File: src/rtl/md5_bist_pkg.sv
// Shared types and helpers for the md5 self-test driver.
//   state_e     : controller states
//   LANE_W_DEF  : default message LFSR lane width
//   LFSR_TAPS   : feedback taps for x^8+x^6+x^5+x^4+1 (bits 7,5,4,3)
//   misr_step() : one MISR compaction step, rotate-left-by-one then XOR the digest
package md5_bist_pkg;

   typedef enum logic [1:0] {
      IDLE  = 2'd0,
      ISSUE = 2'd1,
      WAIT  = 2'd2,
      DONE  = 2'd3
   } state_e;

   localparam int                    LANE_W_DEF = 8;
   localparam logic [LANE_W_DEF-1:0] LFSR_TAPS  = 8'hB8;

   // Widest signature misr_step() can compact; callers zero-extend into this
   // width and cast the result back down to their own width.
   localparam int MISR_MAX_W = 512;
   localparam int MISR_IDX_W = $clog2(MISR_MAX_W);

   // Only bits [width-1:0] of the result are meaningful. Bit 'width' picks up
   // the old MSB from the shift and is dropped by the caller's cast.
   function automatic logic [MISR_MAX_W-1:0] misr_step(
      input logic [MISR_MAX_W-1:0] sig,
      input logic [MISR_MAX_W-1:0] dig,
      input int                    width
   );
      logic [MISR_IDX_W-1:0] msb;
      logic [MISR_MAX_W-1:0] rot;
      msb = MISR_IDX_W'(width - 1);
      rot = (sig << 1) | MISR_MAX_W'(sig[msb]);
      return rot ^ dig;
   endfunction

endpackage

File: src/rtl/md5_lfsr_lane.sv
// Next-state logic for one message LFSR lane. Purely combinational.
//   lane_i : current lane value
//   lane_o : advanced lane value; an all-zero lane is forced to 1 so it can
//            never lock up
module md5_lfsr_lane
   import md5_bist_pkg::*;
#(
   parameter int LANE_W = LANE_W_DEF
) (
   input  logic [LANE_W-1:0] lane_i,
   output logic [LANE_W-1:0] lane_o
);

   logic fb;

   assign fb     = ^(lane_i & LANE_W'(LFSR_TAPS));
   assign lane_o = (lane_i == '0) ? LANE_W'(1) : {lane_i[LANE_W-2:0], fb};

endmodule

File: src/rtl/md5_bist_ctrl.sv
// Self-test driver for the md5 core. Issues LFSR-generated messages one at a
// time, waits a bounded window for each digest and folds the digests into a
// MISR signature. Timeouts are counted in err_count_o.
//   clk_i, rst_ni     : clock, asynchronous active-low reset
//   start_i, abort_i  : run control (start honoured in IDLE/DONE only)
//   msg_in_valid_o    : one-cycle issue pulse, msg_padded_o valid with it
//   msg_padded_o      : current test message
//   digest_valid_i/digest_i : md5 core result (only looked at in WAIT)
//   busy_o, done_o    : run status
//   signature_o       : MISR value
//   err_count_o       : timeouts this run, saturating at 255
//
// state | meaning
// IDLE  | after reset, nothing run yet
// ISSUE | message pulse on msg_in_valid_o (exactly one cycle)
// WAIT  | waiting for digest or timeout window to expire
// DONE  | run finished or aborted, results held
module md5_bist_ctrl
   import md5_bist_pkg::*;
#(
   parameter int               MSG_W   = 512,
   parameter int               LANE_W  = 8,
   parameter int               DIG_W   = 128,
   parameter int               NUM_VEC = 16,
   parameter int               PERIOD  = 31,
   parameter logic [MSG_W-1:0] SEED    = {64{8'h5A}}
) (
   input  logic             clk_i,
   input  logic             rst_ni,
   input  logic             start_i,
   input  logic             abort_i,
   output logic             msg_in_valid_o,
   output logic [MSG_W-1:0] msg_padded_o,
   input  logic             digest_valid_i,
   input  logic [DIG_W-1:0] digest_i,
   output logic             busy_o,
   output logic             done_o,
   output logic [DIG_W-1:0] signature_o,
   output logic [7:0]       err_count_o
);

   localparam int NUM_LANES = MSG_W / LANE_W;
   localparam int VC_W      = (NUM_VEC == 0) ? 1 : $clog2(NUM_VEC + 1);
   localparam int WC_W      = $clog2(PERIOD);

   state_e           state_q, state_d;
   logic [MSG_W-1:0] msg_q, msg_d, msg_adv;
   logic [DIG_W-1:0] sig_q, sig_d;
   logic [7:0]       err_q, err_d;
   logic [VC_W-1:0]  vec_q, vec_d;
   logic [WC_W-1:0]  wait_q, wait_d;
   logic             valid_q, valid_d;
   logic             busy_q, busy_d;
   logic             done_q, done_d;
   logic             timeout;

   for (genvar g = 0; g < NUM_LANES; g++) begin : g_lane
      md5_lfsr_lane #(.LANE_W(LANE_W)) u_lane (
         .lane_i (msg_q[g*LANE_W +: LANE_W]),
         .lane_o (msg_adv[g*LANE_W +: LANE_W])
      );
   end

   assign timeout = (wait_q == WC_W'(PERIOD - 1));

   always_comb begin
      state_d = state_q;
      msg_d   = msg_q;
      sig_d   = sig_q;
      err_d   = err_q;
      vec_d   = vec_q;
      wait_d  = wait_q;
      case (state_q)
         IDLE, DONE: begin
            // abort outranks start when both arrive in DONE
            if (start_i && !(abort_i && state_q == DONE)) begin
               state_d = ISSUE;
               msg_d   = SEED;
               sig_d   = '0;
               err_d   = '0;
               vec_d   = '0;
               wait_d  = '0;
            end
         end
         ISSUE: begin
            if (abort_i) begin
               state_d = DONE;
            end else begin
               wait_d  = '0;
               state_d = WAIT;
            end
         end
         WAIT: begin
            if (abort_i) begin
               state_d = DONE;
            end else begin
               wait_d = wait_q + WC_W'(1);
               // a digest on the last window cycle wins over the timeout
               if (digest_valid_i || timeout) begin
                  if (digest_valid_i) begin
                     sig_d = DIG_W'(misr_step(MISR_MAX_W'(sig_q), MISR_MAX_W'(digest_i), DIG_W));
                  end else if (err_q != 8'hFF) begin
                     err_d = err_q + 8'd1;
                  end
                  vec_d   = vec_q + VC_W'(1);
                  msg_d   = msg_adv;
                  state_d = ((NUM_VEC != 0) && (vec_d == VC_W'(NUM_VEC))) ? DONE : ISSUE;
               end
            end
         end
         default: state_d = IDLE;
      endcase
      // status outputs are decoded from the next state so they come out of flops
      valid_d = (state_d == ISSUE);
      busy_d  = (state_d == ISSUE) || (state_d == WAIT);
      done_d  = (state_d == DONE);
   end

   always_ff @(posedge clk_i or negedge rst_ni) begin
      if (!rst_ni) begin
         state_q <= IDLE;
         msg_q   <= SEED;
         sig_q   <= '0;
         err_q   <= '0;
         vec_q   <= '0;
         wait_q  <= '0;
         valid_q <= 1'b0;
         busy_q  <= 1'b0;
         done_q  <= 1'b0;
      end else begin
         state_q <= state_d;
         msg_q   <= msg_d;
         sig_q   <= sig_d;
         err_q   <= err_d;
         vec_q   <= vec_d;
         wait_q  <= wait_d;
         valid_q <= valid_d;
         busy_q  <= busy_d;
         done_q  <= done_d;
      end
   end

   assign msg_in_valid_o = valid_q;
   assign msg_padded_o   = msg_q;
   assign busy_o         = busy_q;
   assign done_o         = done_q;
   assign signature_o    = sig_q;
   assign err_count_o    = err_q;

endmodule

File: config.mk
export PLATFORM = sky130hd
export DESIGN_NAME = md5_bist_ctrl
export DESIGN_NICKNAME = d
export VERILOG_FILES = /design/src/rtl/md5_bist_pkg.sv /design/src/rtl/md5_lfsr_lane.sv /design/src/rtl/md5_bist_ctrl.sv
export SDC_FILE = /design/constraint.sdc
export NUM_CORES = 1
export LEC_CHECK = 0
export BUFFER_PORTS_ARGS = -buffer_cell sky130_fd_sc_hd__buf_4
export CELL_PAD_IN_SITES_DETAIL_PLACEMENT = 1
export CELL_PAD_IN_SITES_GLOBAL_PLACEMENT = 2
export CORE_MARGIN = 8
export CORE_UTILIZATION = 32
export CTS_CLUSTER_SIZE = 40
export DETAILED_ROUTE_END_ITERATION = 8
export HOLD_SLACK_MARGIN = 0.15
export PLACE_DENSITY = 0.77
export SLEW_MARGIN = 40
export SYNTH_ARGS = -nofsm -noshare
export SYNTH_HDL_FRONTEND = slang
export SYNTH_HIERARCHICAL = 1
export SYNTH_SLANG_ARGS = --single-unit
File: constraint.sdc
create_clock -name clk_i -period 1.9 [get_ports clk_i]
set_input_delay 0.285 -clock clk_i [delete_from_list [all_inputs] [get_ports clk_i]]
set_output_delay 0.285 -clock clk_i [all_outputs]
set_load 0.02 [all_outputs]
Word-level counts from Yosys, hierarchy flattened
Cells that the tools add are included.
W data, S select, Z words.
{"block": "totals", "wordCells": 262, "out_inout_bits": 651, "inputBits": 133, "reg_bits": 663}
{"block": "classes", "n_bitwise": 2, "n_reduce_logical": 140, "mux": 92, "n_eq_ne": 16, "add_sub_neg": 3}
{"op": "$mux W512", "n": 3}
{"op": "$pmux W512 S2", "n": 1}
{"op": "$mux W8", "n": 69}
{"op": "$logic_not A8 Y1", "n": 64}
{"op": "$mux W128", "n": 4}
{"op": "$reduce_xor A8 Y1", "n": 64}
{"op": "$pmux W128 S2", "n": 1}
{"op": "$or A128 B1 Y128", "n": 1}
{"op": "$xor A128 B128 Y128", "n": 1}
{"op": "$mux W5", "n": 5}
{"op": "$pmux W8 S2", "n": 1}
{"op": "$pmux W5 S3", "n": 1}
{"op": "$ne A2 B2 Y1 const B", "n": 7}
{"op": "$add A5 B1 Y5 const B", "n": 2}
{"op": "$eq A5 B5 Y1 const B", "n": 2}
{"op": "$pmux W5 S2", "n": 1}
{"op": "$add A8 B1 Y8 const B", "n": 1}
{"op": "$eq A2 B2 Y1 const B", "n": 4}
{"op": "$mux W2", "n": 4}
{"op": "$ne A8 B8 Y1 const B", "n": 1}
{"op": "$pmux W2 S3", "n": 1}
{"op": "$reduce_and A6 Y1", "n": 1}
{"op": "$reduce_and A5 Y1", "n": 1}
{"op": "$eq A2 B1 Y1 const B", "n": 2}
{"op": "other kinds (9)", "n": 11}

Depth between registers and ports, before layout
{"block": "depth", "word_depth": 8, "mapped_depth": 10, "ltp_nobuf": 8}

By module
The synthesis kept the hierarchy.
{"mod": "md5_bist_ctrl", "seq_area_each_um2": 16911.2, "cells_per_inst": 1954, "n_inst": 1, "area_per_inst_um2": 26579.2}
{"mod": "md5_lfsr_lane", "seq_area_each_um2": 0.0, "cells_per_inst": 14, "n_inst": 64, "area_per_inst_um2": 100.1}

Worst setup path before layout
OpenSTA, ideal clock, no wires.
{"block": "synth_path", "path_type": "reg-to-reg", "startpoint": "reg state_q[0]", "endpoint": "reg err_q[2] (netlist: err_count_o[2])", "stages_incl_launch_ff": 9, "setup_slack_ns": -0.081, "setup_time_ns": 0.126, "t_required_ns": 1.774, "arrival_ns": 1.855, "period_less_slack_ns": 1.981, "n_path_buf": 2, "path_cell_list": "dfrtp_1 -> inv_1 -> ha_1 -> buf_2 -> mux2i_1 -> o21a_1 -> nor2_4 -> buf_2 -> a221o_1"}
{"block": "synth_between", "elab_chain_cells": 6, "word_cells_on_any_way": 15, "cone_classes": "7 x eq/ne; 1 x mux; 7 x reduce/logical"}
{"element": "from (decl)", "line_no": "md5_bist_ctrl.sv:46", "source": "state_e state_q, state_d;"}
{"element": "from (signal assigned)", "line_no": "md5_bist_ctrl.sv:131", "source": "state_q <= state_d;"}
{"element": "$eq A2 B2 Y1", "line_no": "md5_bist_ctrl.sv:73, md5_bist_ctrl.sv:76"}
{"element": "$logic_and A1 B1 Y1", "line_no": "md5_bist_ctrl.sv:76", "source": "if (start_i && !(abort_i && state_q == DONE)) begin"}
{"element": "$logic_not A1 Y1", "line_no": "md5_bist_ctrl.sv:76"}
{"element": "$logic_and A1 B1 Y1", "line_no": "md5_bist_ctrl.sv:76"}
{"element": "$ne A2 B2 Y1 (no source line)"}
{"element": "$reduce_and A6 Y1 (no source line)"}
{"element": "to (signal assigned)", "line_no": "md5_bist_ctrl.sv:134", "source": "err_q <= err_d;"}
{"element": "to (decl)", "line_no": "md5_bist_ctrl.sv:49", "source": "logic [7:0] err_q, err_d;"}
Parallel ways exist; a longest one is shown, timed or not.
A chain may end at the register's enable or synchronous reset.

Final worst setup path
{"block": "layout_path", "startpoint": "reg state_q[1]", "endpoint": "reg msg_q[318] (netlist: msg_padded_o[318])"}
{"block": "layout_between", "elab_chain_cells": 6, "word_cells_on_any_way": 13, "cone_classes": "5 x eq/ne; 1 x mux; 7 x reduce/logical"}
{"element": "$eq A2 B2 Y1", "line_no": "md5_bist_ctrl.sv:73, md5_bist_ctrl.sv:76"}
{"element": "$logic_and A1 B1 Y1", "line_no": "md5_bist_ctrl.sv:76"}
{"element": "$logic_not A1 Y1", "line_no": "md5_bist_ctrl.sv:76"}
{"element": "$logic_and A1 B1 Y1", "line_no": "md5_bist_ctrl.sv:76"}
{"element": "$ne A2 B2 Y1 (no source line)"}
{"element": "$reduce_and A4 Y1 (no source line)"}
{"element": "to (signal assigned)", "line_no": "md5_bist_ctrl.sv:132", "source": "msg_q <= msg_d;"}
{"element": "to (decl)", "line_no": "md5_bist_ctrl.sv:47", "source": "logic [MSG_W-1:0] msg_q, msg_d, msg_adv;"}
Parallel ways exist; a longest one is shown, timed or not.

==> reports/metrics.yaml <==
status: "finished with violations"
violations: "negative setup slack"
ant_nets: 0
synth-async-reset-ratio_pct: 100
start_kind: "flop"
pre_cts_ws_ns: -0.182
drt_drc_violations_left: 0
drive_gt1_share_pct: 40.2
setup-tns-final_ns: -50.82
area_delta_synth_final_pct: 37.9
ioPinCount: 784
ys_ff_latch: 663
gp_congestion: 0.800
grt_pass1_vias: 27300
yosysTopAreaCellShare_pct: 30.9
hold_viol: 0
port_buffers: 783
yosysUniqueCellTypes: 57
finalInstanceArea_sq_um: 45500
clock_power_share_pct: 17.6
nFillCells: 10800
power.density_nw_per_um2: 1980
total_power_mw: 90.0
initial_core_util_pct: 32.3
drv_slew: 0
finClkSkew_ns: 0.0247
hold_path_class: "primary input to flop"
worstMarginPinSlew_ns: 0.455
grt_use_total_pct: 19.9
root_buffer: "clkbuf_16"
clkLatencyLatePin_ns: 0.65
die-width_microns: 337
numCtsBuffers: 79
dp_hpwl_microns: 86700
cts_sinks: 663
place_area_sq_um: 40300
p_sw_share_pct: 41.3
seqPwrFrac_pct: 32.3
max_stage_delay_ns: 0.41
seqCellArea_sq_um: 16900
grt_overflow: 0
layout_commonest_cell: "buf_4"
fp.coreArea_sq_um: 102000
holdWs_ns: 0.323
fmax_mhz: 483
setup_ws_ns: -0.170
crit_arrival_ns: 2.63
synthTopCellsByArea: "dfrtp_1 31%, dfstp_2 20%, a22o_1 7.0%"
multi_input_area_sq_um: 13100
p_leak_nw: 21.8
routed_wire_length_per_instance_microns: 24.4
path_common_cell: "clkbuf_16"
ys_seq_area_share_pct: 51.3
cp_num_buf_inv: 3
fin_crit_ns: 2.07
crit_required_ns: 2.46
drt_iter0_drc: 1175
crit_family: "buffers and inverters"
synth_area_sq_um: 33000
syn_area_per_cell_sq_um: 11.6
num_rows: 117
rsz0062_at_grt: "yes"
cts.clk_slew.worst_paths_ns: 0.06
yosysWarningCount: 6
htree_levels: 3
cp-end-kind: "flop"
finalCritPeriodShare_pct: 109
comb_power_share_pct: 50.2
ys.flop_type: "dfrtp_1"
syn-num-nets: 3055
worstPathMaxFanout: 9
antenna_found_initial: 5
cts_buffer_depth: 3
netlist_instances: 2850
wl_microns: 122000
synth_edf_count: 0
crit_type: "flop to flop"
nets: 3786
setup_viol: 564
yosysTopAreaCell: "dfrtp_1"
vdd_drop_max_uv: 696
cts_tree: "yes"
cp_slowest_cell: "dfrtp_1"
first_pass_iters: 5
relSlewSlack_pct: 69.4
grt_first_pass_wirelength_microns: 177000
vias: 25200
p_int_mw: 52.8
grt_max_degree: 92
p_sw_mw: 37.2
path_cells: "ha_4, mux2i_4, o21a_1, nor2_4, buf_12, clkbuf_16, clkbuf_16, o22a_1"
die_area_sq_um: 114000
die-height_microns: 337
max_cap_violations: 0
drt-vias-per-instance: 5.01
mostFrequentLayoutCells: "875 x buf_4, 407 x dfrtp_1, 262 x a22o_1, 261 x inv_1"
-- worst min-delay path, stage by stage --
cell and delay (ns):
buf_4 0.13, nand2b_2 0.18, buf_4 0.12, nand3_1 0.07, o21ai_0 0.15
-- state kept, by name (all words and copies together) (netlist names), 2 cells and up --
name          flops
signature_o     128
state_q           2
msg_padded_o    512
wait_q            5
vec_q             5
err_count_o       8
-- cell usage after synthesis (25+ instances only) --
master    number
a21o_1        64
a21oi_1      130
a22o_1       262
buf_2         49
buf_4         53
buf_6         25
clkbuf_1     337
dfrtp_1      407
dfstp_2      256
ha_1          72
inv_1        262
mux2i_1      129
nand2_1      143
nor3_1        66
nor4b_2       64
o22a_1       256
xor2_1       128
xor3_1        64
-- cell type report --
type / count / area share (%)
Clock inverter: 31 / 0.823
Clock buffer: 117 / 5.17
Timing Repair Buffer: 1114 / 22.1
Antenna cell: 5 / 0.0275
Tap cell: 1368 / 3.76
Multi-Input combinational cell: 1461 / 28.8
Sequential cell: 663 / 37.2
Inverter: 262 / 2.16
-- timing repair --
action / CTS / global route
gates cloned: 4 / 25
hold buffers: 132 / 0
pin swaps: 3 / 52
hold endpoints to repair: 579 / 0
gates resized for setup: 40 / 43
setup buffers: 6 / 10
endpoints found under the setup margin: 623 / 656
-- path summary, 6_finish.rpt --
| kind | end | depth (start not counted) | start | slack (ns) |
|---|---|---|---|---|
| setup / recovery | msg_padded_o[318] | 8 | state_q[1] | -0.17 |
| hold / removal | wait_q[0] | 5 | start_i | 0.32 |
| setup reg to reg | msg_padded_o[318] | 8 | state_q[1] | -0.17 |
| hold reg to reg | msg_padded_o[12] | 1 | msg_padded_o[12] | 0.52 |
| max in group asynchronous | msg_padded_o[297] | 4 | rst_ni | 0.99 |
| min in group asynchronous | msg_padded_o[463] | 3 | rst_ni | 0.33 |
-- power groups by stage --
stage	Combinational, mW	Sequential (mW)	Clock (mW)
2_1_floorplan	19.5	33.4	0
3_3_place_gp	40.6	29.0	0
3_5_place_dp	41.2	29.1	0
4_1_cts	42.7	29.0	16.3
5_1_grt	48.0	29.9	16.8
6_report	45.1	29.0	15.8
-- per-layer routing --
| metal | wire (microns) | share of wire (%) | global-route usage, % |
|---|---|---|---|
| met5 | 0 | 0 | 0 |
| met4 | 4100 | 3.4 | 6.70 |
| met3 | 7570 | 6.2 | 5.75 |
| met2 | 62500 | 51 | 35.0 |
| met1 | 48100 | 39 | 23.3 |
-- kinds of logic (layout without fill, tap and decap cells) --
family	Yosys count	count (layout)	synth area share [%]
compound gates	748	748	18.0
xor+xnor	194	194	8.06
fa+ha+maj	72	72	2.73
buf+inv	729	1524	9.65
flops	663	663	51.3
mux	130	130	3.95
other cells	0	5	0
simple gates	314	317	6.34
-- through the flow --
step           std cells  util, %
6_report            5021     44.6
5_1_grt             5021     44.6
4_1_cts             4982     43.8
3_5_place_dp        4692     39.5
3_3_place_gp        4692     39.5
2_1_floorplan       2850        -
(Power assumes the default switching activity.)
